[src/rtl/ldst_unit.sv]
// ldst_unit: MEM-stage load/store unit.
// Accepts a LD/ST from EX, runs one req/ack transaction on the data-memory bus,
// and stalls the upstream pipeline while the transaction is outstanding.
//
// Parameters:
//   WAIT_MAX  cycles in REQ without mem_ack before the transaction is abandoned (2..255)
//   CNT_W     wait counter width, must hold WAIT_MAX
//
// Ports:
//   clk, rst_n              clock (rising edge), asynchronous active-low reset
//   ex_valid, opcode        EX stage instruction valid / opcode
//   addr, st_data           effective address and store operand from EX
//   stall                   hold upstream pipeline (combinational)
//   done, bus_err           one-cycle completion pulse / timeout flag with done
//   mem_out                 load result to the writeback data selector
//   mem_req, mem_we         bus request / write enable
//   mem_addr, mem_wdata     bus address / write data, held stable during REQ
//   mem_rdata, mem_ack      bus read data / one-cycle completion
//   misalign                only with LDST_ALIGN_CHK_EN: misaligned op flag with done
//
// Build option: define LDST_ALIGN_CHK_EN to reject misaligned accesses instead of
// forcing mem_addr[1:0] to zero.
module ldst_unit #(
    parameter int unsigned WAIT_MAX = 16,
    parameter int unsigned CNT_W    = 8
) (
    input  logic        clk,
    input  logic        rst_n,
    input  logic        ex_valid,
    input  logic [5:0]  opcode,
    input  logic [31:0] addr,
    input  logic [31:0] st_data,
    output logic        stall,
    output logic        done,
    output logic [31:0] mem_out,
    output logic        bus_err,
`ifdef LDST_ALIGN_CHK_EN
    output logic        misalign,
`endif
    output logic        mem_req,
    output logic        mem_we,
    output logic [31:0] mem_addr,
    output logic [31:0] mem_wdata,
    input  logic [31:0] mem_rdata,
    input  logic        mem_ack
);

    localparam logic [5:0] OPCODE_LD = 6'h23;
    localparam logic [5:0] OPCODE_ST = 6'h2b;
    localparam logic [CNT_W-1:0] WAIT_LAST = CNT_W'(WAIT_MAX - 1);

    typedef enum logic [1:0] {IDLE, REQ, DONE} state_t;

    state_t           state;
    logic [CNT_W-1:0] wait_cnt;
    logic             is_mem;

    assign is_mem = ex_valid && (opcode == OPCODE_LD || opcode == OPCODE_ST);
    assign stall  = (state == IDLE && is_mem) || (state == REQ);

    // mem_we doubles as the load/store flag of the op in flight.
    always_ff @(posedge clk or negedge rst_n) begin
        if (!rst_n) begin
            state     <= IDLE;
            wait_cnt  <= '0;
            mem_req   <= 1'b0;
            mem_we    <= 1'b0;
            mem_addr  <= '0;
            mem_wdata <= '0;
            mem_out   <= '0;
            done      <= 1'b0;
            bus_err   <= 1'b0;
`ifdef LDST_ALIGN_CHK_EN
            misalign  <= 1'b0;
`endif
        end else begin
            done    <= 1'b0;
            bus_err <= 1'b0;
`ifdef LDST_ALIGN_CHK_EN
            misalign <= 1'b0;
`endif
            case (state)
                IDLE: begin
                    if (is_mem) begin
                        mem_wdata <= st_data;
                        mem_we    <= (opcode == OPCODE_ST);
                        wait_cnt  <= '0;
`ifdef LDST_ALIGN_CHK_EN
                        mem_addr  <= addr;
                        if (addr[1:0] != 2'b00) begin
                            // Misaligned: skip the bus entirely.
                            state    <= DONE;
                            done     <= 1'b1;
                            misalign <= 1'b1;
                        end else begin
                            state   <= REQ;
                            mem_req <= 1'b1;
                        end
`else
                        mem_addr  <= addr & 32'hffff_fffc;
                        state     <= REQ;
                        mem_req   <= 1'b1;
`endif
                    end
                end
                REQ: begin
                    // Ack is checked first so an ack on the timeout cycle wins.
                    if (mem_ack) begin
                        if (!mem_we) mem_out <= mem_rdata;
                        mem_req <= 1'b0;
                        done    <= 1'b1;
                        state   <= DONE;
                    end else if (wait_cnt == WAIT_LAST) begin
                        if (!mem_we) mem_out <= '0;
                        mem_req <= 1'b0;
                        done    <= 1'b1;
                        bus_err <= 1'b1;
                        state   <= DONE;
                    end else begin
                        wait_cnt <= wait_cnt + 1'b1;
                    end
                end
                DONE: begin
                    state <= IDLE;
                end
                default: begin
                    state   <= IDLE;
                    mem_req <= 1'b0;
                end
            endcase
        end
    end

endmodule

[config.mk]
export PLATFORM = sky130hd
export DESIGN_NAME = ldst_unit
export DESIGN_NICKNAME = d
export VERILOG_FILES = /design/src/rtl/ldst_unit.sv
export SDC_FILE = /design/constraint.sdc
export NUM_CORES = 1
export LEC_CHECK = 0
export ABC_AREA = 1
export BUFFER_PORTS_ARGS = -buffer_cell sky130_fd_sc_hd__buf_2
export CAP_MARGIN = 20
export CORE_MARGIN = 8
export CORE_UTILIZATION = 40
export CTS_BUF_LIST = sky130_fd_sc_hd__clkbuf_8
export CTS_CLUSTER_SIZE = 14
export DETAILED_ROUTE_END_ITERATION = 6
export PLACE_DENSITY = 0.7
export SLEW_MARGIN = 20
export SYNTH_ARGS = -nofsm -noshare
export SYNTH_HDL_FRONTEND = slang
export SYNTH_SLANG_ARGS = --single-unit
[constraint.sdc]
create_clock -name clk -period 4.4 [get_ports clk]
set_clock_uncertainty 0.15 [all_clocks]
set_input_delay 0.44 -clock clk [delete_from_list [all_inputs] [get_ports clk]]
set_output_delay 0.44 -clock clk [all_outputs]
set_load 0.01 [all_outputs]
# After elaboration in Yosys (flattened, before gate mapping)
# Index checks and enable logic that the tools add are counted.
# totals
regBits	108
in_bits	106
out_inout_bits	101
word_cells	55
# op_classes
addsub	1
n_eq_ne	11
mux	21
bitwise_logic	1
n_reduce_logical	12
# ops
cell	count
32-bit 2-to-1 mux	4
8-bit 2-to-1 mux	3
8-bit one-hot mux with 2 select lines	1
6-bit == test, second input constant	2
2-bit inequality test, second input constant	5
8-bit by 1-bit adder with 8-bit output, second input constant	1
8-bit by 4-bit == test with 1-bit output, second input constant	1
1-bit 2-to-1 mux	8
4-bit AND reduction	2
2-bit 2-to-1 mux	3
2-bit one-hot mux with 2 select lines	1
2-bit AND reduction	2
2-bit nonzero test	2
3-bit by 2-bit inequality test with 1-bit output, second input constant	1
1-bit one-hot mux with 3 select lines	1
3-bit AND reduction	1
2-bit by 1-bit == test with 1-bit output, second input constant	1
2-bit == test, second input constant	1
1-bit logical AND	2
2-bit zero test	1
1-bit logical OR	2
1-bit inverter	1

# Depth between registers and ports, before layout
# logic_depth
word_depth	5
ltp_mapped	7
ltp_nobuf	7

# Least setup slack after synthesis
# OpenSTA, ideal clock, no wires.
# synth_timing
path_type	input -> output
from	in opcode[2]
to	out stall
arrival_ns	1.296
required_time_ns	3.810
slack_ns	2.514
cell_stages	6
n_path_buf	1
cell_sequence	inv_1 nand2_1 nor2_2 nand2_1 clkbuf_1 nand2_1
# synth_via
elab_chain_len	5
elab_cells_between_ends	6
classes_between	2 x eq/ne; 4 x reduce/logical
# synth_lines
item	line_no	text
from (decl)	30	input logic [5:0] opcode,
6-bit == test	58	assign is_mem = ex_valid && (opcode == OPCODE_LD || opcode == OPCODE_ST);
1-bit logical OR *	58	
1-bit logical AND *	58	
1-bit logical AND *	59	assign stall = (state == IDLE && is_mem) || (state == REQ);
1-bit logical OR *	59	
to (decl)	33	output logic stall,
# Every way passes the cells marked *; elsewhere a longest branch is shown, timed or not.

# Worst setup path after layout
# layout_timing
from	reg state[0]
to	out stall
# layout_via
elab_chain_len	3
elab_cells_between_ends	4
classes_between	1 x eq/ne; 3 x reduce/logical
# layout_lines
item	line_no	text
from (decl)	54	state_t state;
from (signal assigned)	64	state <= IDLE;
from (signal assigned)	101	state <= REQ;
from (signal assigned)	112	state <= DONE;
2-bit zero test	59	
1-bit logical AND	59	
1-bit logical OR *	59	
# Marks and branches as above.

==> impl_metrics.tcl <==
set metrics [dict create \
    slowest_stage "buf_4" \
    grt_pass1_wl_um 20700 \
    synth_top_cell_by_area "dfrtp_1" \
    clkSlewWorstSetupHoldPaths_ns 0.10 \
    die_x_um 122 \
    start_util_pct 41.0 \
    avgSynthCellArea_um2 8.80 \
    rsz0062_at_grt "no" \
    synth_edf_count 0 \
    cts_tree "yes" \
    die_h_um 122 \
    synth_top_area_share_pct 60.5 \
    p_per_area_nw_per_um2 435 \
    antenna_found_initial 0 \
    setup_viol 0 \
    core_um2 10900 \
    drv_cap 0 \
    wirelength_um 12700 \
    hold_start "st_data[18]" \
    die-area_um2 14800 \
    cts_buffers 9 \
    max_freq_ghz 0.413 \
    drt-initial-drc-count 341 \
    ys_seq_area_share_pct 60.5 \
    antenna_left 0 \
    worstSetupPathType "flop to output port" \
    min_period_ns 2.42 \
    power_mw 2.52 \
    vias_per_cell 4.91 \
    cts.sinks 108 \
    area_delta_synth_final_pct 29.9 \
    diodes 0 \
    synth_seq_cells 108 \
    yosysMostFrequentCell "nand2_1" \
    timing.final.crit_share_pct 55.0 \
    ff2ff_path_depth 7 \
    r2r_slack_ns 2.11 \
    port_buffers 202 \
    hold_depth 3 \
    cts_resized 0 \
    worst_pin_slew_ns 1.01 \
    cts-root-buf "clkbuf_8" \
    startpoint "state[0]" \
    fin_ws_ns 1.98 \
    synthFlopType "dfrtp_1" \
    r2r-start "state[1]" \
    synth.distinct_cells 21 \
    clockBufferDepth 2 \
    worstPathCellList "nor3_4 -> buf_4 -> nand2_2 -> nand2_1 -> buf_2" \
    status "finished, final reports clean" \
    grt_max_degree 72 \
    ios 207 \
    whs_endpoint "mem_wdata[18]" \
    arrival_ns 1.83 \
    place.gp.congestion 0.770 \
    grt_use_total_pct 17.0 \
    setup_tns_ns 0 \
    drive_gt1_share_pct 32.6 \
    hold_path.class "primary input to flop" \
    insertion_delay_ns 0.37 \
    wl_per_cell_um 15.1 \
    whs_ns 0.144 \
    synth_area_leaders "dfrtp_1 (60%), nand2_1 (18%), nand3_1 (8.3%)" \
    required_ns 3.81 \
    synth_area_um2 4470 \
    r2r_end "mem_out[7]" \
    slew_headroom_pct 32.6 \
    path_max_fanout 64 \
    place.detailed.hpwl_um 9040 \
    crit_buf_inv 2 \
    gr-total-overflow 0 \
    worst_path_largest_cell_delay_ns 0.52 \
    ir_drop_uv 181 \
    worst_setup_path_start_kind "flop" \
    yosysWarnings 0 \
    layout.nets 802 \
    synthArstFlopShare_pct 100 \
    drc_errors 0 \
    critical_path.top_delay_family "buffers and inverters" \
    dr.pass1.iters 4 \
    vias 4123 \
    synthTopCellsByCount "nand2_1 (220), dfrtp_1 (108), nand3_1 (74)" \
    htree_levels 3 \
    hold_violations 0 \
    grt_pass1_vias 4101 \
    p_leak_nw 3.43 \
    end_kind "output port" \
    pre_cts_slack_ns 1.90 \
    slew_violations 0 \
    rows 38 \
    postSynthCellCount 508 \
]
[metal layers]
layer	part of all wire, %	vias up	global-route usage, %
met5	0	-	0
met2	44	204	25.2
met1	43	1906	21.8
met4	0.38	0	4.63
li1	-	2009	-
met3	13	4	8.33
[how the worst max path moves through the flow]
stage | slack (ns) | end | cells past startpoint
2_1_floorplan | 2.51 | stall | 6
3_3_place_gp | 1.94 | wait_cnt[4] | 9
3_5_place_dp | 1.90 | wait_cnt[0] | 8
4_1_cts | 1.94 | stall | 5
5_1_grt | 1.83 | stall | 5
6_report | 1.98 | stall | 5
[metrics by stage]
stage / util, % / std cells / cell area [um^2]
2_1_floorplan: - / 509 / 4470
3_3_place_gp: 51.1 / 823 / 5570
3_5_place_dp: 51.1 / 823 / 5570
4_1_cts: 53.3 / 840 / 5810
5_1_grt: 53.3 / 840 / 5810
6_report: 53.3 / 840 / 5810
[cells in the final DEF (no fill, tap or decap), types with 2 or more instances in the layout]
cell       count
nor3b_1        2
clkbuf_8      10
buf_4          7
bufinv_16      2
o21ai_0        3
nand4_1       33
nand2_1      219
conb_1         2
inv_1         13
dfrtp_1      108
xor2_1         2
o21bai_1       2
nor2_1        11
buf_2        201
clkinv_4       2
nand3_1       74
[worst reg2reg max path, cell delays in order (launching register included)]
cell and delay, ns:
dfrtp_1 0.42, inv_1 0.06, nand2_1 0.17, inv_1 0.78, nand3_1 0.15, buf_4 0.29
nand2_1 0.11, nand2_1 0.06
[registers in the layout, indices dropped and copies added, names as in the netlist]
name,count
done,1
wait_cnt,8
mem_out,32
bus_err,1
mem_wdata,32
state,2
mem_addr,30
mem_we,1
mem_req,1
[final cells by class]
type | count | area [um^2]
fill | 1008 | 5080
tap | 140 | 175
inverter | 12 | 45.0
clock inverter | 6 | 88.8
multi-input combinational | 355 | 1590
timing repair buffer | 209 | 1070
clock buffer | 10 | 138
sequential | 108 | 2700
[power by group]
part	internal (mW)	total, mW	switching (mW)
sequential	1.18	1.28	0.102
clock	0.336	0.665	0.329
combinational	0.231	0.581	0.350
total	1.74	2.52	0.781
[timing repair]
item | CTS | global route
hold buffers | 1 | 0
hold endpoints to repair | 4 | 0
setup buffers | 0 | 0
[kinds of logic after synthesis]
kind of cell | count (synthesis) | synth area share [%]
AOI/OAI and AO/OA | 6 | 0.868
adders and majority gates | 1 | 0.280
and+or+nand+nor | 344 | 33.7
other | 1 | 0.0839
buffers and inverters | 46 | 4.26
xor gates and xnor gates | 2 | 0.392
DFF | 108 | 60.5
Power figures use the tool's default switching activity.
